--- src/rtl/piso_tx_sched.sv ---
// Two-requester round-robin scheduler feeding one MSB-first parallel-in/serial-out shifter.
// Optional even-parity trailer bit when PISO_PARITY_EN is defined.
module piso_tx_sched #(
  parameter int WIDTH = 4
) (
  input  logic             clk,
  input  logic             rst,
  input  logic             req0_valid,
  input  logic [WIDTH-1:0] req0_data,
  output logic             req0_ready,
  input  logic             req1_valid,
  input  logic [WIDTH-1:0] req1_data,
  output logic             req1_ready,
  output logic             sout,
  output logic             sout_valid,
  output logic             sout_last,
  output logic             sout_id,
  output logic             busy,
  output logic [1:0]       state_dbg
);

  localparam int CW = $clog2(WIDTH);
  localparam logic [CW-1:0] LAST = CW'(WIDTH - 1);
`ifndef PISO_PARITY_EN
  localparam logic [CW-1:0] LAST_M1 = CW'(WIDTH - 2);
`endif

  localparam logic [1:0] IDLE   = 2'd0;
  localparam logic [1:0] SHIFT  = 2'd1;
`ifdef PISO_PARITY_EN
  localparam logic [1:0] PARITY = 2'd2;
`endif

  logic [1:0]       state;
  logic [WIDTH-1:0] shreg;
  logic [CW-1:0]    cnt;
  logic             prio;
  logic             gnt0;
  logic             gnt1;
  logic             accept;
  logic [WIDTH-1:0] win_data;
`ifdef PISO_PARITY_EN
  logic             par;
`endif

  // Handshake: a word transfers on a rising edge where valid && ready; ready is
  // only offered in IDLE, to one requester, and never while rst is asserted.
  always_comb begin
    gnt0 = 1'b0;
    gnt1 = 1'b0;
    if (state == IDLE && !rst) begin
      gnt0 = req0_valid && (!req1_valid || !prio);
      gnt1 = req1_valid && (!req0_valid || prio);
    end
  end

  assign req0_ready = gnt0;
  assign req1_ready = gnt1;
  assign accept     = gnt0 | gnt1;
  assign win_data   = gnt1 ? req1_data : req0_data;
  assign busy       = (state != IDLE);
  assign state_dbg  = state;
  // The shifter MSB is the serial output flop; clearing shreg idles the line at 0.
  assign sout       = shreg[WIDTH-1];

  always_ff @(posedge clk) begin
    if (rst) begin
      state      <= IDLE;
      shreg      <= '0;
      cnt        <= '0;
      prio       <= 1'b0;
      sout_valid <= 1'b0;
      sout_last  <= 1'b0;
      sout_id    <= 1'b0;
`ifdef PISO_PARITY_EN
      par        <= 1'b0;
`endif
    end else begin
      case (state)
        IDLE: begin
          if (accept) begin
            shreg      <= win_data;
            cnt        <= '0;
            sout_valid <= 1'b1;
            sout_last  <= 1'b0;
            sout_id    <= gnt1;
            prio       <= ~gnt1;
            state      <= SHIFT;
`ifdef PISO_PARITY_EN
            par        <= ^win_data;
`endif
          end
        end
        SHIFT: begin
          if (cnt == LAST) begin
`ifdef PISO_PARITY_EN
            shreg      <= {par, {(WIDTH-1){1'b0}}};
            sout_last  <= 1'b1;
            state      <= PARITY;
`else
            shreg      <= '0;
            sout_valid <= 1'b0;
            sout_last  <= 1'b0;
            state      <= IDLE;
`endif
          end else begin
            shreg <= {shreg[WIDTH-2:0], 1'b0};
            cnt   <= cnt + 1'b1;
`ifdef PISO_PARITY_EN
            sout_last <= 1'b0;
`else
            sout_last <= (cnt == LAST_M1);
`endif
          end
        end
`ifdef PISO_PARITY_EN
        PARITY: begin
          shreg      <= '0;
          sout_valid <= 1'b0;
          sout_last  <= 1'b0;
          state      <= IDLE;
        end
`endif
        default: begin
          shreg      <= '0;
          sout_valid <= 1'b0;
          sout_last  <= 1'b0;
          state      <= IDLE;
        end
      endcase
    end
  end

endmodule
--- config.mk ---
export PLATFORM = sky130hd
export DESIGN_NAME = piso_tx_sched
export DESIGN_NICKNAME = d
export VERILOG_FILES = /design/src/rtl/piso_tx_sched.sv
export SDC_FILE = /design/constraint.sdc
export NUM_CORES = 1
export LEC_CHECK = 0
export ABC_CLOCK_PERIOD_IN_PS = 2900
export BUFFER_PORTS_ARGS = -buffer_cell sky130_fd_sc_hd__buf_2
export CAP_MARGIN = 20
export CORE_MARGIN = 2
export CORE_UTILIZATION = 40
export DETAILED_ROUTE_END_ITERATION = 6
export GPL_ROUTABILITY_DRIVEN = 0
export PLACE_DENSITY = 0.66
export SETUP_SLACK_MARGIN = 0.15
export SYNTH_ARGS = -nofsm -noshare
export SYNTH_HDL_FRONTEND = slang
export SYNTH_SLANG_ARGS = --single-unit
--- constraint.sdc ---
create_clock -name clk -period 2.9 [get_ports clk]
set_clock_uncertainty 0.1 [all_clocks]
set_input_delay 0 -clock clk [delete_from_list [all_inputs] [get_ports clk]]
set_output_delay 0 -clock clk [all_outputs]
set_load 0.01 [all_outputs]
==> parameters.txt, run 1 <==
Parameter                              Value

Status
  Run status    completed

Finish
  Fill cells    ~140
  Area of the multi-input gates    356.6 um^2
  Fraction of layout instances using a drive strength above 1    0.2700
  Synthesis-to-finish area growth    26.53%
  Final nets    116
  Sequential Area    200.2 um^2
  Final non-filler cell total    116
  Number of inserted diodes    0

Setup path
  Kind of launch point of the worst setup path    flip-flop
  Required time reported for the critical path endpoint    ~3000 ps
  Worst-case register-to-register setup slack    940 ps
  Critical path class    flip-flop to flip-flop
  Critical path fanouts, max    15
  Category of the worst setup path capture point    flip-flop
  Critical path's slowest cell    dlygate4sd3_1
  Delay of the slowest cell on the worst path    590 ps
  Cell Chain, Critical Path    nor2_2 > nand4_1 > a311oi_1 > dlygate4sd3_1
  Buffer and inverter count on the worst path    1
  Data arrival time at the worst-slack endpoint    2060 ps
  Crit path max-delay family    buffers and inverters

Clock tree
  Master cell of the clock root buffer    clkbuf_4
  TritonCTS clock tree    yes
  Clock latency of the later-clocked register in the worst-skew pair    around 260 ps
  Buffer count from post-CTS setup fixing    0
  CTS clk-pin slew, worst paths    60 ps
  Clk sink count    10
  Max Root-Sink Buffers    2
  H-tree depth    1
  Clock buffers created by TritonCTS    3

Global routing
  Via count of the first global-routing pass    551
  Maximum number of pins on one net before global-route repair    16
  Wire length of the first global-routing pass    approximately 2300 um
  Antenna violations before repair    0
  Global-route usage over all layers    0.1664
  GRT Residual Overflow    0

STA
  Total of endpoints with negative setup slack in the final report    0
  Number of hold-slack violations in the final timing report    0
  Share of the clock period used by the worst path after layout    0.6751
  RSZ-0062 raised after global routing    no
  Slew Limit Fails    0
  Sum of negative setup slack    0 ps
  Min Hold Slack    51.12 ps
  Final min period    1958 ps
  Maximum clock frequency    510.8 MHz

Synthesis
  Yosys synthesis warning count    0
  Async S/R FF share, synth    0
  Fraction of synthesized cell area taken by the top area cell type    0.3168
  Main synth FF type    dfxtp_1
  Syn_area_per_cell    between 8 and 9 um^2
  Sequential share of the synthesized area    0.3168
  Post-synth EDFFs    0
  Synth top area cells    dfxtp_1 (32%), buf_4 (5.9%), a311oi_1 (5.5%)
  Summed instance area of the synthesized netlist    631.9 um^2
  Post-synth net total    90
  Flip-flop and latch count after synthesis    10
  Synthesized instance count    76
  Unique cell type count in the Yosys netlist    30
  Dominant cell type by area after synthesis    dfxtp_1

Die
  Die height    43.75 um
  Horiz. Die Dim    43.75 um
  I/O pin cnt    21
  Core area    0.001489 mm^2
  Cell Rows    14
  Starting utilization of the core area    0.4244
  Full die area    0.001914 mm^2

Route
  Routed wire length on met3    roughly 70 um
  Routed wl met2    678 um
  Number of DRC markers in iteration 0    9
  Wire length per cell    11.93 um
  Pre-Repair DR Iteration Count    4
  Topmost layer with routed signal wires    met4
  Vias    615
  WL met1    624 um
  Count of unresolved DRC violations after routing    0
  Post-route ant nets    0
  Via count normalized by instance count    roughly 5.3
  Total wirelength of the detailed-routed design    around 1400 um

Worst hold path
  Class of the most critical hold timing path    input port to flip-flop

Place
  Input/output buffers    19
  HPWL after detailed placement    between 900 and 1000 um
  Placed cell count    between 100 and 150

Power
  Static leakage    0.3703 nW
  Highest ir drop seen on vdd    between 0.2 and 0.25 mV
  Cell area power density    406.5 mW/mm^2

Run
  Number of max-cap violations    0
[stage by stage]
step | power (mW) | setup slack (ps) | instance area [um^2] | utilization
2_1_floorplan | 0.2085 | 1651 | 631.9 | -
6_report | 0.3250 | 942.3 | 799.5 | 0.5370
4_1_cts | 0.3274 | 987.6 | 799.5 | 0.5370
3_5_place_dp | 0.2230 | 1542 | 686.9 | 0.4613
5_1_grt | 0.3469 | 888.6 | 799.5 | 0.5370
3_3_place_gp | 0.2224 | 1548 | 686.9 | 0.4613
[final timing paths]
| path | from | endpoint | cells after the start |
|---|---|---|---|
| setup / recovery | sout_valid$_SDFFE_PP0P_ | shreg[2]$_SDFFE_PP0P_ | 4 |
| hold / removal | req1_valid | sout_id$_SDFFE_PP0P_ | 3 |
| setup reg to reg | sout_valid$_SDFFE_PP0P_ | shreg[2]$_SDFFE_PP0P_ | 4 |
| hold reg to reg | sout_last$_SDFFE_PP0P_ | sout_last$_SDFFE_PP0P_ | 2 |
[layer usage]
metal,up-vias,GRT usage
li1,316,-
met4,0,0.05455
met3,2,0.07500
met2,18,0.2735
met1,279,0.1913
met5,-,0
[cell usage after synthesis (2+ instances only)]
library cell  number
a311oi_1           4
a21oi_1            3
and3_1             2
inv_1              3
nand2_1            5
nor2_1             8
buf_6              2
nand3_1            3
o211ai_1           3
nand2b_1           5
buf_4              5
ha_1               2
a22oi_1            3
nand4_1            3
dfxtp_1           10
[power breakdown]
part | total [mW] | switching [mW] | internal, mW
sequential | 0.156 | 0.00911 | 0.147
clock | 0.0925 | 0.0446 | 0.0478
combinational | 0.0762 | 0.0366 | 0.0397
total | 0.325 | 0.0903 | 0.235
[cells by family (layout without fill, tap and decap cells)]
group / Yosys count / count (layout) / share of synthesized area
DFF: 10 / 10 / 0.3168
muxes: 2 / 2 / 0.03366
and+or+nand+nor: 32 / 32 / 0.2772
buffers and inverters: 11 / 35 / 0.1188
adders and majority gates: 2 / 2 / 0.03960
AOI/OAI and AO/OA: 17 / 17 / 0.1940
xor gates and xnor gates: 1 / 1 / 0.01386
other: 1 / 1 / 0.005935
[registers in the layout (all words and copies together) (netlist names)]
register,count
cnt,2
sout_valid,1
shreg,4
prio,1
sout_last,1
sout_id,1
[timing repair]
action / in CTS / in global routing
resized for setup: 0 / 0
endpoints found under the hold margin: 10 / 0
hold buffers: 9 / 0
[worst min-delay path, cell delays in order]
cell and delay [ps]:
buf_2 180, nand3_1 110, a21oi_1 70
[layout make-up]
class,count,share of cell area
multi-input cells,55,0.4460
repair buffers,28,0.2316
inverters,4,0.01878
well taps,16,0.02504
flip-flops and latches,10,0.2504
clock buffers,3,0.02817
[cell usage in the layout, fill, tap and decap left out, types with 4 or more instances in the layout]
cell,n
a311oi_1,4
nand2b_1,5
nand2_1,5
dlygate4sd3_1,9
dfxtp_1,10
buf_2,19
nor2_1,8
(Power assumes the default switching activity.)
==> run 2, diff against run 1 <==
--- a/config.mk
+++ b/config.mk
@@ -5,14 +5,15 @@
 export SDC_FILE = /design/constraint.sdc
 export NUM_CORES = 1
 export LEC_CHECK = 0
-export ABC_CLOCK_PERIOD_IN_PS = 2900
+export ABC_AREA = 1
+export ABC_CLOCK_PERIOD_IN_PS = 1600
 export BUFFER_PORTS_ARGS = -buffer_cell sky130_fd_sc_hd__buf_2
 export CAP_MARGIN = 20
 export CORE_MARGIN = 2
 export CORE_UTILIZATION = 40
 export DETAILED_ROUTE_END_ITERATION = 6
 export GPL_ROUTABILITY_DRIVEN = 0
-export PLACE_DENSITY = 0.66
+export PLACE_DENSITY = 0.7
 export SETUP_SLACK_MARGIN = 0.15
 export SYNTH_ARGS = -nofsm -noshare
 export SYNTH_HDL_FRONTEND = slang
==> constraint.sdc (replaced) <==
create_clock -name clk -period 1.6 [get_ports clk]
set_clock_uncertainty 0.1 [all_clocks]
set_input_delay 0 -clock clk [delete_from_list [all_inputs] [get_ports clk]]
set_output_delay 0 -clock clk [all_outputs]
set_load 0.01 [all_outputs]
==> run 2 against run 1 <==
Net effect: first-iteration DRC count shrank 33%; routed wire length is 17% lower; synthesized cell count rose by 11%; design area decreased by 10%; critical endpoint is now req1_ready.
==> parameters.txt, run 2 <==
Parameter                              Value

Setup path
  Category of the worst setup path capture point    output port
  Critical path fanouts, max    6
  Critical path class    input port to output port
  Data arrival time at the worst-slack endpoint    1250 ps
  Required time reported for the critical path endpoint    1500 ps
  Kind of launch point of the worst setup path    input port

Status
  Run status    completed

Finish
  Synthesis-to-finish area growth    30.00%
  Largest register FFs    4
  Number of inserted diodes    0
  Register name with the most flops    shreg
  Final nets    about 120
  Top library cells by usage in the layout, fill and taps aside    nand2_1 (25), buf_2 (19), nor2_1 (13)
  Regs by FF count    shreg: 4 flops, cnt: 2 flops
  Most common cell after layout, fill and taps aside    nand2_1
  Utilization after layout    0.5500
  Fraction of layout instances using a drive strength above 1    0.2963

Global routing
  Maximum number of pins on one net before global-route repair    10
  Routing usage on met3    0.03261
  Global-route usage over all layers    0.1725
  Wire length of the first global-routing pass    about 1900 um
  Via count of the first global-routing pass    525
  Antenna violations before repair    0
  Busiest metal layer after global routing    met2
  GRT Residual Overflow    0
  Met1 usage in global routing    0.1869
  Global routing met2 resource utilization    0.3086

Place
  DP Worst Slack    around 280 ps
  HPWL after detailed placement    853.8 um
  Input/output buffers    19

Synthesis
  Unique cell type count in the Yosys netlist    18
  Summed instance area of the synthesized netlist    550.5 um^2
  Fraction of synthesized cell area taken by the top area cell type    0.3636
  Main synth FF type    dfxtp_1
  Post-synth EDFFs    0
  Synthesized instance count    84
  Flip-flop and latch count after synthesis    10
  Yosys synthesis warning count    0
  Synth top area cells    dfxtp_1 (36%), nand2_1 (17%), nor2_1 (8.9%)
  Leading cell type by number of instances after synthesis    nand2_1
  Async S/R FF share, synth    0
  Sequential share of the synthesized area    0.3636
  Post-synth net total    98
  Syn_area_per_cell    6.554 um^2
  Dominant cell type by area after synthesis    dfxtp_1
  Top cells by count, synth    nand2_1 (25), nor2_1 (13), dfxtp_1 (10)

STA
  Sum of negative setup slack    0 ps
  Maximum clock frequency    roughly 740 MHz
  Number of hold-slack violations in the final timing report    0
  Final min period    1349 ps
  Slew Limit Fails    0
  Total of endpoints with negative setup slack in the final report    0
  Share of the clock period used by the worst path after layout    0.8429
  Setup WS post-layout    251.4 ps
  RSZ-0062 raised after global routing    yes

Route
  Count of unresolved DRC violations after routing    0
  Post-route ant nets    0
  Number of DRC markers in iteration 0    6
  Total wirelength of the detailed-routed design    1147 um
  Vias    576
  Wire length per cell    9.325 um
  Pre-Repair DR Iteration Count    4
  Via count normalized by instance count    4.683

Power
  Highest ir drop seen on vdd    roughly 0.52 mV
  Static leakage    0.3868 nW
  Cell area power density    832.1 mW/mm^2
  Switching component of the power    179.6 uW
  Switch share    0.3016
  Internal Power    415.9 uW
  Total Power Consumption    595.5 uW
  Combinational cell fraction of total power    0.231
  Share of power burned in registers    0.479
  Fraction of power consumed by the clock network    0.290

Die
  Cell Rows    13
  Core area    0.001301 mm^2
  Starting utilization of the core area    0.4231
  Horiz. Die Dim    41.10 um
  I/O pin cnt    21
  Die height    41.10 um
  Full die area    0.001689 mm^2

Clock tree
  Clk sink count    10
  Clock latency of the later-clocked register in the worst-skew pair    about 260 ps
  Clock buffers created by TritonCTS    3
  TritonCTS clock tree    yes
  Max Root-Sink Buffers    2
  H-tree depth    1
  Master cell of the clock root buffer    clkbuf_4
  CTS clk-pin slew, worst paths    roughly 60 ps

Run
  Number of max-cap violations    0

Worst hold path
  Class of the most critical hold timing path    input port to flip-flop
-- run 2: cell count changes after synthesis, sizes merged, moves of 2 or more --
| cell | change |
|---|---|
| nand2 | +20 |
| inv | +7 |
| nor2 | +7 |
| nand2b | -5 |
| a311oi | -4 |
| buf | -4 |
| o21ai | +4 |
| a22oi | -3 |
| o211ai | -3 |
| and2b | -2 |
| and3 | -2 |
| nand3 | +2 |
| nand4 | -2 |
-- run 2: what timing repair did --
item | in CTS | in global routing
hold buffers | 5 | 0
endpoints found under the setup margin | 0 | 5
resized for setup | 0 | 2
setup buffers | 0 | 0
hold endpoints to repair | 8 | 0
-- run 2: power by group through the flow --
stage	Sequential [mW]	Combinational [mW]	Clock [mW]
floorplan	0.292	0.0870	0
global placement	0.289	0.127	0
detailed placement	0.290	0.127	0
CTS	0.285	0.138	0.176
global route	0.289	0.160	0.183
finish	0.285	0.138	0.173
-- run 2: cell type report --
type	instances	area (um^2)
well taps	15	18.77
fillers	136	585.6
clock buffers	3	22.52
multi-input cells	60	286.5
repair buffers	24	145.1
flip-flops and latches	10	201.4
inverters	11	41.29
-- run 2: metal layers --
layer	wire length [um]	share of wire	vias up
met4	20	0.017	0
met3	66	0.058	4
met1	555	0.48	251
met2	505	0.44	18
met5	0	0	-
li1	-	-	303
-- run 2: critical path, cell delays in order --
cell	delay [ps]
dlygate4sd3_1	530
buf_2	170
nor2_2	160
nand3_2	160
inv_2	110
buf_2	130
-- run 2: kinds of logic after synthesis --
group	count (synthesis)	synth area share
other cells	1	0.006812
compound gates	9	0.08862
simple gates	48	0.3796
fa+ha+maj	2	0.04545
flops	10	0.3636
buf+inv	14	0.1159
-- run 2: path summary, 6_finish.rpt --
| kind | to | slack, ps | startpoint | cells past startpoint |
|---|---|---|---|---|
| setup reg to reg | cnt[1]$_SDFFE_PP0P_ | 350 | cnt[0]$_SDFFE_PP0P_ | 5 |
| hold / removal | shreg[0]$_SDFFE_PP0P_ | 20 | req1_data[0] | 5 |
| setup / recovery | req1_ready | 250 | rst | 6 |
| hold reg to reg | sout_id$_SDFFE_PP0P_ | 380 | sout_id$_SDFFE_PP0P_ | 2 |
-- run 2: metrics by stage --
stage                     instance area (um^2)  cells  hold slack (ps)
after floorplan                          550.5     84           -30.93
after global placement                   641.9    115            159.5
after detailed placement                 641.9    115            167.3
after CTS                                714.4    123            15.73
after global routing                     715.7    123            49.41
final                                    715.7    123            16.55
